## src/rtl/mem_wb_skid_stage.sv

```systemverilog
// MEM/WB pipeline register with a one-entry skid buffer so that InReady can be
// a registered signal while downstream back-pressure is absorbed without loss.
module mem_wb_skid_stage #(
  parameter int DATA_W     = 32,
  parameter int RD_W       = 7,
  parameter int BR_W       = 7,
  parameter bit ZERO_GUARD = 1'b1,
  parameter int CNT_W      = 16
) (
  input  logic              clk,
  input  logic              rst,
  input  logic              Flush,
  input  logic              InValid,
  output logic              InReady,
  input  logic [DATA_W-1:0] Result,
  input  logic [RD_W-1:0]   RdWb,
  input  logic [BR_W-1:0]   BranchResult,
  input  logic              Wrenable,
  output logic              OutValid,
  input  logic              OutReady,
  output logic [DATA_W-1:0] ResultOut,
  output logic [RD_W-1:0]   RdWbOut,
  output logic [BR_W-1:0]   BranchResultOut,
  output logic              WrenableOut,
  output logic [1:0]        Occupancy,
  output logic [CNT_W-1:0]  StallCount
);

  typedef enum logic [1:0] {EMPTY = 2'd0, ONE = 2'd1, FULL = 2'd2} state_e;

  typedef struct packed {
    logic [DATA_W-1:0] result;
    logic [RD_W-1:0]   rd;
    logic [BR_W-1:0]   br;
    logic              we;
  } entry_t;

  state_e             state_q, state_d;
  entry_t             main_q, main_d;
  entry_t             skid_q, skid_d;
  entry_t             in_entry;
  logic [CNT_W-1:0]   stall_q, stall_d;
  logic               accept, release_ev;

  assign InReady    = (state_q != FULL);
  assign OutValid   = (state_q != EMPTY);
  assign accept     = InValid && InReady;
  assign release_ev = OutValid && OutReady;

  // Writes to register 0 are dropped at capture so nothing downstream needs to care.
  always_comb begin
    in_entry        = '0;
    in_entry.result = Result;
    in_entry.rd     = RdWb;
    in_entry.br     = BranchResult;
    in_entry.we     = Wrenable && !(ZERO_GUARD && (RdWb == '0));
  end

  always_comb begin
    state_d = state_q;
    main_d  = main_q;
    skid_d  = skid_q;
    unique case (state_q)
      EMPTY: begin
        if (accept) begin
          state_d = ONE;
          main_d  = in_entry;
        end
      end
      ONE: begin
        if (accept && release_ev) begin
          main_d = in_entry;
        end else if (accept) begin
          state_d = FULL;
          skid_d  = in_entry;
        end else if (release_ev) begin
          state_d = EMPTY;
        end
      end
      FULL: begin
        if (release_ev) begin
          state_d = ONE;
          main_d  = skid_q;
        end
      end
      default: state_d = EMPTY;
    endcase
    if (Flush) state_d = EMPTY;
  end

  // Back-pressure counter saturates and deliberately ignores Flush.
  always_comb begin
    stall_d = stall_q;
    if (OutValid && !OutReady && (stall_q != {CNT_W{1'b1}}))
      stall_d = stall_q + 1'b1;
  end

  always_ff @(posedge clk) begin
    if (rst) begin
      state_q <= EMPTY;
      main_q  <= '0;
      skid_q  <= '0;
      stall_q <= '0;
    end else begin
      state_q <= state_d;
      main_q  <= main_d;
      skid_q  <= skid_d;
      stall_q <= stall_d;
    end
  end

  assign ResultOut       = main_q.result;
  assign RdWbOut         = main_q.rd;
  assign BranchResultOut = main_q.br;
  assign WrenableOut     = main_q.we && OutValid;
  assign Occupancy       = state_q;
  assign StallCount      = stall_q;

endmodule
```

## config.mk

```make
export PLATFORM = sky130hd
export DESIGN_NAME = mem_wb_skid_stage
export DESIGN_NICKNAME = d
export VERILOG_FILES = /design/src/rtl/mem_wb_skid_stage.sv
export SDC_FILE = /design/constraint.sdc
export NUM_CORES = 1
export LEC_CHECK = 0
export CAP_MARGIN = 30
export CELL_PAD_IN_SITES_DETAIL_PLACEMENT = 0
export CELL_PAD_IN_SITES_GLOBAL_PLACEMENT = 1
export CORE_MARGIN = 2
export CORE_UTILIZATION = 37
export DETAILED_ROUTE_END_ITERATION = 6
export PLACE_DENSITY_LB_ADDON = 0.25
export SLEW_MARGIN = 20
export SYNTH_ARGS = -nofsm -noshare
export SYNTH_HDL_FRONTEND = slang
export SYNTH_SLANG_ARGS = --single-unit
export TNS_END_PERCENT = 30
```

## constraint.sdc

```tcl
create_clock -name clk -period 2.7 [get_ports clk]
set_input_delay 0.675 -clock clk [delete_from_list [all_inputs] [get_ports clk]]
set_output_delay 0.675 -clock clk [all_outputs]
set_load 0.03 [all_outputs]
```

==> results of run 1 <==
final timing paths:
check / from / to / slack (ps)
hold / removal: skid_q[46] / skid_q[46] / 450
hold reg to reg: skid_q[46] / skid_q[46] / 450
setup / recovery: Occupancy[0] / WrenableOut / 290
setup reg to reg: StallCount[0] / StallCount[1] / 490
through the flow:
stage | setup slack, ps | cell area [um2] | hold slack (ps) | util, %
after floorplan | 577 | 4960 | 436 | -
after global placement | 127 | 5990 | 441 | 45.4
after detailed placement | 106 | 5990 | 446 | 45.4
after CTS | 262 | 6340 | 456 | 48.1
after global routing | 158 | 6340 | 471 | 48.1
final | 294 | 6340 | 454 | 48.1
kinds of logic after synthesis:
family	count (synthesis)
xor+xnor	1
fa+ha+maj	1
buf+inv	89
compound gates	126
simple gates	194
flops	112
mux	50
placed cells by master (no fill, tap or decap), types with 2 or more instances in the layout:
cell type,netlist,final
o21ai_0,5,5
buf_12,0,3
o31ai_1,5,5
nor4_1,2,2
bufinv_16,0,3
clkbuf_16,0,9
a211oi_1,48,48
nand4_1,3,3
or2_2,2,2
dfxtp_1,112,112
or3_1,4,4
mux2i_1,49,49
or3_2,2,2
inv_1,3,3
nand3_1,5,5
a21oi_1,57,57
nand2_1,102,102
nor3_1,5,5
or4_1,6,6
clkdlybuf4s50_1,0,116
nor2_1,52,52
buf_4,48,11
area by class of cell:
cell class                      instances  area [um2]
Clock buffer                           11         243
Clock inverter                          5         104
Fill cell                            1225        6850
Inverter                                3        11.3
Multi-Input combinational cell        372        2220
Sequential cell                       112        2240
Tap cell                              176         220
Timing Repair Buffer                  130        1300
flip-flops by register name (all words and copies together), names as in the netlist:
| name | count |
|---|---|
| Occupancy | 2 |
| StallCount | 16 |
| main_q | 1 |
| RdWbOut | 7 |
| BranchResultOut | 7 |
| ResultOut | 32 |
| skid_q | 47 |
where the power goes:
part           switching (mW)  leakage [nW]  internal [mW]
Sequential             0.0407         0.916           1.73
Clock                   0.603         0.170          0.933
Combinational           0.314          1.40          0.259
worst register-to-register path: cells and delay by family, from the launching register on:
kind	cells	cell delay, ps
AO/OA/AOI/OAI	1	830
flip-flops	1	420
AND/OR/NAND/NOR	2	290
adder cells (fa/ha/maj)	1	270
multiplexers	1	270
per-layer routing:
layer | track usage, % | vias up
met5 | 0 | -
met4 | 3.75 | 0
met3 | 5.61 | 8
met2 | 28.3 | 95
met1 | 20.0 | 1855
li1 | - | 2063
==> results_dict.tcl, run 1 <==
set metrics [dict create \
    cts_root_buf "clkbuf_16" \
    drt-met1-wl_mm 5.30 \
    synthTopCellsByArea "dfxtp_1, mux2i_1, nand2_1" \
    antenna_left 0 \
    dieWidth_um 120 \
    drtIter0Drc 253 \
    finish.net_count 681 \
    crit_chain "or2_2 -> and2_1 -> clkdlybuf4s50_1" \
    tightestPinTransition_ps 827 \
    layout-drive-gt1-share_pct 7.11 \
    wl_mm 11.5 \
    n_antenna_cell 0 \
    antenna_found_initial 0 \
    synth_compound_area_share_pct 16.6 \
    async_flop_share_pct 0 \
    crit_type "reg2out" \
    clock_sinks 112 \
    drc 0 \
    ctsResizeCount 0 \
    grt_pass1_wl_mm 19.1 \
    yosysUniqueCellTypes 46 \
    p_total_mw 3.88 \
    clock_skew_ps 4.93 \
    cellLeakagePower_nw 2.49 \
    firstDrtPassIters 4 \
    maxCapViolCount 0 \
    start_util_pct 37.6 \
    cp-start-kind "flop" \
    synth_top_area_cell "dfxtp_1" \
    synthAdderAreaFrac_pct 0.252 \
    muxShareOfSynthArea_pct 10.1 \
    syn2layout_area_growth_pct 27.8 \
    synth_xor_area_share_pct 0.177 \
    finalCritPeriodShare_pct 89.1 \
    dp_cells 793 \
    grt_max_degree 69 \
    routed.top_layer "met4" \
    die_height_um 120 \
    cpPeakStageDelay_ps 600 \
    dr_wl_met2_mm 5.45 \
    cts.path.max_buffers 2 \
    cp.arrival_ps 1730 \
    setup_viol 0 \
    ys_warn_count 0 \
    clk_pin_slew_worst_paths_ps 70 \
    path_delay_family "buffers and inverters" \
    ios 119 \
    rsz0062_at_grt "false" \
    synthTopCellsByCount "dfxtp_1, nand2_1, a21oi_1" \
    min_period_ps 2410 \
    postCtsSetupBuffers 0 \
    grt_pass1_vias 3865 \
    crit_path_top_delay_cell "clkdlybuf4s50_1" \
    drt-vias-per-instance 4.97 \
    dp_hpwl_mm 7.54 \
    vias 4021 \
    synth_edf_count 0 \
    avgSynthCellArea_um2 8.66 \
    syn_inst 573 \
    track_usage_pct 16.5 \
    required_ps 2030 \
    path_buf_inv 1 \
    synth_top_area_share_pct 45.2 \
    yosysMostFrequentCell "dfxtp_1" \
    grt_overflow 0 \
    synth_fp_nets 626 \
    route.met3.wl_um 638 \
    dieArea_mm2 0.0144 \
    max-slew-margin-rel_pct 44.3 \
    worst_skew_pair.late_latency_ps 350 \
    yosys.area_share.simple_pct 17.1 \
    hold_violations 0 \
    end_kind "output port" \
    fmax_mhz 416 \
    r2r_cells 5 \
    wire_per_inst_um 14.2 \
    synth.yosys.seq_area_share_pct 45.2 \
    row_count 42 \
    cp.depth 3 \
    synth_top_family_by_area "simple AND/OR/NAND/NOR gates" \
    io_buffers 118 \
    cts-hold-fix-buffers 0 \
    power_density_mw_per_mm2 612 \
    synth_seq_cells 112 \
    numCtsBuffers 9 \
    gp_congestion 0.775 \
    critPathMaxFanout 2 \
    run_status "finished, final reports clean" \
    final_cell_count_no_fill 809 \
    vdd_ir_drop_max_v 0.000358 \
    hold_path_class "reg2reg" \
    slew_viol_final 0 \
    synth_area_mm2 0.00496 \
    htree_levels 3 \
    hold_depth 2 \
    synth_flop_cell "dfxtp_1" \
    final.setup.tns_ps 0 \
    core_area_mm2 0.0132 \
    cts_tree "done" \
]
No activity file was read; power rests on OpenSTA's default activity.
==> inputs of run 2 (changes only) <==
CTS_CLUSTER_SIZE = 20   (was not set)
==> results of run 2 <==
No change in the layout: final DEF, timing and power equal those of run 1.
